File: src/rtl/cordic_multimode.sv
// Iterative circular CORDIC engine with run-time rotation/vectoring mode selection.
// x/y carry two guard bits internally and saturate on output; z wraps modulo 2^Width.
module cordic_multimode #(
  parameter int unsigned Width      = 16,
  parameter int unsigned Iterations = 14
) (
  input  logic             clk_i,
  input  logic             rst_i,
  input  logic             start_cordic_i,
  input  logic             mode_i,
  input  logic [Width-1:0] x0_i,
  input  logic [Width-1:0] y0_i,
  input  logic [Width-1:0] z0_i,
  output logic [Width-1:0] xn_o,
  output logic [Width-1:0] yn_o,
  output logic [Width-1:0] zn_o,
  output logic             busy_o,
  output logic             done_tick_cordic_o
);

  localparam int unsigned IterW = $clog2(Iterations);
  localparam int unsigned XW    = Width + 2;

  typedef enum logic [1:0] {StIdle, StIter, StDone} state_e;

  // Elaboration-only arctangent via power series; atan(1) is taken as pi/4 directly.
  function automatic real atan_pow2(input int i);
    real x, x2, term, acc;
    x = 1.0;
    for (int k = 0; k < i; k++) x = x / 2.0;
    x2   = x * x;
    term = x;
    acc  = 0.0;
    if (i == 0) begin
      acc = 0.7853981633974483;
    end else begin
      for (int k = 0; k < 40; k++) begin
        if (k % 2 == 0) acc = acc + term / real'(2 * k + 1);
        else            acc = acc - term / real'(2 * k + 1);
        term = term * x2;
      end
    end
    return acc;
  endfunction

  function automatic logic [Width-1:0] atan_entry(input int i);
    real    scale;
    longint v;
    scale = 1.0;
    for (int k = 0; k < int'(Width) - 2; k++) scale = scale * 2.0;
    v = longint'(atan_pow2(i) * scale);
    return v[Width-1:0];
  endfunction

  function automatic logic [Width-1:0] sat(input logic signed [XW-1:0] v);
    logic [Width-1:0] res;
    if ((&v[XW-1:Width-1]) || !(|v[XW-1:Width-1])) begin
      res = v[Width-1:0];
    end else if (v[XW-1]) begin
      res = {1'b1, {(Width-1){1'b0}}};
    end else begin
      res = {1'b0, {(Width-1){1'b1}}};
    end
    return res;
  endfunction

  logic [Width-1:0] w_atan [Iterations];

  for (genvar g = 0; g < Iterations; g++) begin : g_atan
    localparam logic [Width-1:0] AtanVal = atan_entry(int'(g));
    assign w_atan[g] = AtanVal;
  end

  state_e                  r_state, w_state_next;
  logic signed [XW-1:0]    r_x, r_y;
  logic [Width-1:0]        r_z;
  logic                    r_mode;
  logic [IterW-1:0]        r_iter;
  logic [Width-1:0]        r_xn, r_yn, r_zn;
  logic                    r_busy, r_done;

  logic                    w_load, w_step, w_finish;
  logic                    w_dpos;
  logic signed [XW-1:0]    w_xs, w_ys, w_x_next, w_y_next;
  logic [Width-1:0]        w_z_next, w_atan_cur;

  always_ff @(posedge clk_i) begin
    if (rst_i) r_state <= StIdle;
    else       r_state <= w_state_next;
  end

  always_comb begin
    w_state_next = r_state;
    w_load       = 1'b0;
    w_step       = 1'b0;
    w_finish     = 1'b0;
    unique case (r_state)
      StIdle: begin
        if (start_cordic_i) begin
          w_state_next = StIter;
          w_load       = 1'b1;
        end
      end
      StIter: begin
        w_step = 1'b1;
        if (r_iter == IterW'(Iterations - 1)) w_state_next = StDone;
      end
      StDone: begin
        w_finish     = 1'b1;
        w_state_next = StIdle;
      end
      default: w_state_next = StIdle;
    endcase
  end

  always_comb begin
    w_atan_cur = '0;
    for (int k = 0; k < int'(Iterations); k++) begin
      if (r_iter == IterW'(k)) w_atan_cur = w_atan[k];
    end
  end

  // d = +1 rotates counter-clockwise: towards z = 0 (rotation) or y = 0 from below (vectoring).
  always_comb begin
    w_xs     = r_x >>> r_iter;
    w_ys     = r_y >>> r_iter;
    w_dpos   = r_mode ? r_y[XW-1] : ~r_z[Width-1];
    w_x_next = w_dpos ? (r_x - w_ys) : (r_x + w_ys);
    w_y_next = w_dpos ? (r_y + w_xs) : (r_y - w_xs);
    w_z_next = w_dpos ? (r_z - w_atan_cur) : (r_z + w_atan_cur);
  end

  always_ff @(posedge clk_i) begin
    if (rst_i) begin
      r_x    <= '0;
      r_y    <= '0;
      r_z    <= '0;
      r_mode <= 1'b0;
      r_iter <= '0;
      r_xn   <= '0;
      r_yn   <= '0;
      r_zn   <= '0;
      r_busy <= 1'b0;
      r_done <= 1'b0;
    end else begin
      r_done <= w_finish;
      if (w_load) begin
        r_x    <= {{2{x0_i[Width-1]}}, x0_i};
        r_y    <= {{2{y0_i[Width-1]}}, y0_i};
        r_z    <= z0_i;
        r_mode <= mode_i;
        r_iter <= '0;
        r_busy <= 1'b1;
      end
      if (w_step) begin
        r_x    <= w_x_next;
        r_y    <= w_y_next;
        r_z    <= w_z_next;
        r_iter <= r_iter + 1'b1;
      end
      if (w_finish) begin
        r_xn   <= sat(r_x);
        r_yn   <= sat(r_y);
        r_zn   <= r_z;
        r_busy <= 1'b0;
      end
    end
  end

  assign xn_o               = r_xn;
  assign yn_o               = r_yn;
  assign zn_o               = r_zn;
  assign busy_o             = r_busy;
  assign done_tick_cordic_o = r_done;

endmodule
File: config.mk
export PLATFORM = sky130hd
export DESIGN_NAME = cordic_multimode
export DESIGN_NICKNAME = d
export VERILOG_FILES = /design/src/rtl/cordic_multimode.sv
export SDC_FILE = /design/constraint.sdc
export NUM_CORES = 1
export LEC_CHECK = 0
export CAP_MARGIN = 20
export CORE_ASPECT_RATIO = 0.75
export CORE_MARGIN = 3
export CORE_UTILIZATION = 58
export DETAILED_ROUTE_END_ITERATION = 12
export PLACE_DENSITY = 0.78
export SLEW_MARGIN = 20
export SYNTH_ARGS = -nofsm -noshare
export SYNTH_HDL_FRONTEND = slang
export SYNTH_SLANG_ARGS = --single-unit
export TNS_END_PERCENT = 30
File: constraint.sdc
create_clock -name clk_i -period 5.97 [get_ports clk_i]
set_clock_uncertainty 0.15 [all_clocks]
set_input_delay 1.791 -clock clk_i [delete_from_list [all_inputs] [get_ports clk_i]]
set_output_delay 1.791 -clock clk_i [all_outputs]
set_load 0.01 [all_outputs]
==> flow_summary.toml <==
[status]
status = "complete, no violations"

[route]
dr.first_iter.drc_count = 932
wl_um = 28100
vias = 9363
wl_per_cell_um = 19.5
dr.pass1.iters = 5
via_per_inst = 6.52
antenna_left = 0
drcViolationCount = 0

[timing]
finalCritPeriodShare_pct = 94.7
slew_headroom_pct = 27.9
worst-slew-pin-transition_ns = 1.08
final_hold_viol_count = 0
finalSetupTns_ns = 0
drv_slew = 0
fin_crit_ns = 5.65
fin_ws_ns = 0.316
rsz0062_at_grt = "false"
holdWs_ns = 0.305
setup_violations = 0
fmax_ghz = 0.177

[worst_setup_path]
crit_start = "r_iter[0]"
r2r-end = "r_z[15]"
crit_required_ns = 6.05
worstPathMaxFanout = 18
startpoint_type = "flip-flop"
crit_path_end_kind = "flip-flop"
worstPathArrival_ns = 5.74
regToRegSetupSlack_ns = 0.32
rr_worst_depth = 19
r2r_start = "r_iter[0]"
crit_type = "flip-flop to flip-flop"
cp-endpoint = "r_z[15]"

[synth]
netlist_top_cells_area = "dfxtp_1 23%, ha_1 7.5%, mux4_2 6.4%"
synth-edff-count = 0
synth_warnings = 0
synth_top_area_cell = "dfxtp_1"
ys_seq_area_share_pct = 22.9
ys_ff_latch = 109
syn_area_sq_um = 9520
syn_area_per_cell_sq_um = 8.07
synth.net_count = 1292
synth-main-ff-cell = "dfxtp_1"
synth_commonest_cells = "128 x nand2_1, 115 x nor2_1, 109 x dfxtp_1"
async_flop_share_pct = 0
synth.distinct_cells = 83
synth_most_common_cell = "nand2_1"
postSynthCellCount = 1180
synth_top_area_share_pct = 22.9

[global_routing]
grt_max_degree = 57
overflow = 0
grt_pass1_vias = 8568
grtUsageTotal_pct = 30.8
antenna_found_initial = 0
grt_pass1_wl_um = 45100

[clock_network]
cts_tree = "done"
cts_sinks = 109
clk_pin_slew_worst_paths_ns = 0.07
clockBufferDepth = 2
cts_buffers = 9
htreeDepth = 3
cts_setup_buffers = 0
hold_buffers = 0
clkLatencyLatePin_ns = 0.36
clock-root-buffer = "clkbuf_16"

[die]
rows = 39
pin_count = 102
core_area_sq_um = 15700
initial_utilization_pct = 60.8
die_w_um = 154
die_height_um = 117
dieArea_sq_um = 18000

[finish]
drive_gt1_share_pct = 7.79
syn_to_final_growth_pct = 14.5
fill_cells = 1273
fin_nets = 1339
antenna_cells = 0
utilization_pct = 69.6

[placement]
port_buffers = 101
dp_slack_ns = 0.529
hpwl_um = 20400
globalplace.congestion = 0.968

[power_and_ir_drop]
vdd_drop_max_v = 0.000215
total_power_mw = 3.92
p_leak_nw = 4.22
power_density_nw_per_um2 = 360

[worst_hold_path]
min_path_type = "flip-flop to flip-flop"

[job]
cap_violations = 0
-- cell usage in the layout (no fill, tap or decap), drive strengths merged, types with 21 or more instances in the layout --
| cell | n |
|---|---|
| nor2 | 118 |
| mux2i | 38 |
| clkdlybuf4s50 | 100 |
| o21ai | 81 |
| xor2 | 23 |
| dfxtp | 109 |
| a21oi | 95 |
| a211oi | 22 |
| a22oi | 38 |
| nor3 | 21 |
| xnor2 | 51 |
| mux4 | 27 |
| inv | 23 |
| nand2 | 129 |
| a22o | 21 |
| ha | 57 |
-- metal layers --
| layer | track usage [%] | part of all wire [%] | vias up |
|---|---|---|---|
| met5 | 0 | 0 | - |
| met4 | 7.53 | 1.6 | 0 |
| met3 | 7.86 | 11 | 38 |
| met2 | 46.6 | 42 | 458 |
| met1 | 44.5 | 46 | 4398 |
| li1 | - | - | 4469 |
-- registers in the layout (all words and copies together) (netlist names), 2 cells and up --
name,flops
r_state,2
r_iter,4
zn_o,16
r_y,18
yn_o,16
xn_o,16
r_z,16
r_x,18
-- critical path, stage by stage (launching register included) --
cell	delay, ns
dfxtp_2	0.59
inv_2	0.26
ha_1	0.42
or3_1	0.46
nor2_1	0.29
a211oi_1	0.10
a31oi_1	0.35
and4_1	0.29
o221ai_1	0.18
o21ai_1	0.39
xnor2_1	0.22
ha_1	0.34
a21oi_1	0.27
o21ai_0	0.13
a31oi_1	0.23
a21oi_1	0.11
o21ai_0	0.26
xnor2_1	0.17
mux2i_1	0.22
a21oi_1	0.08
-- cells by family after synthesis --
kind of cell             count (synthesis)  share of synthesized area (%)
multiplexers                            83                           12.5
AND/OR/NAND/NOR                        371                           18.1
AO/OA/AOI/OAI                          381                           26.7
flip-flops                             109                           22.9
buffers and inverters                  102                           4.86
adder cells (fa/ha/maj)                 60                           8.12
XOR/XNOR                                74                           6.81
-- stage by stage --
step	cells	instance area (sq um)
2_1_floorplan	1180	9520
3_3_place_gp	1420	10600
3_5_place_dp	1421	10600
4_1_cts	1437	10900
5_1_grt	1437	10900
6_report	1437	10900
-- area by class of cell --
| type | instances | area (sq um) | share of cell area [%] |
|---|---|---|---|
| Tap cell | 205 | 256 | 2.35 |
| Timing Repair Buffer | 116 | 1150 | 10.6 |
| Clock inverter | 6 | 70.1 | 0.643 |
| Multi-Input combinational cell | 969 | 6910 | 63.4 |
| Sequential cell | 109 | 2190 | 20.1 |
| Clock buffer | 10 | 239 | 2.19 |
| Inverter | 22 | 82.6 | 0.758 |
-- what timing repair did --
action                                 4_1_cts  5_1_grt
gates resized for setup                      0        2
setup endpoints to repair                    0        1
endpoints found under the hold margin        0        0
-- power by group --
part	switching (mW)	leakage (nW)	internal (mW)
Sequential	0.197	0.891	0.804
Combinational	1.27	3.18	1.01
Clock	0.289	0.153	0.340
Total	1.76	4.22	2.16
-- worst min path at each step --
stage	startpoint	to	slack (ns)	depth (start not counted)
2_1_floorplan	r_z[0]	zn_o[0]	0.29	1
6_report	yn_o[3]	yn_o[3]	0.30	2
3_5_place_dp	xn_o[14]	xn_o[14]	0.29	2
3_3_place_gp	yn_o[5]	yn_o[5]	0.29	2
4_1_cts	yn_o[3]	yn_o[3]	0.31	2
5_1_grt	r_z[0]	zn_o[0]	0.33	1
No activity file was read; power rests on OpenSTA's default activity.
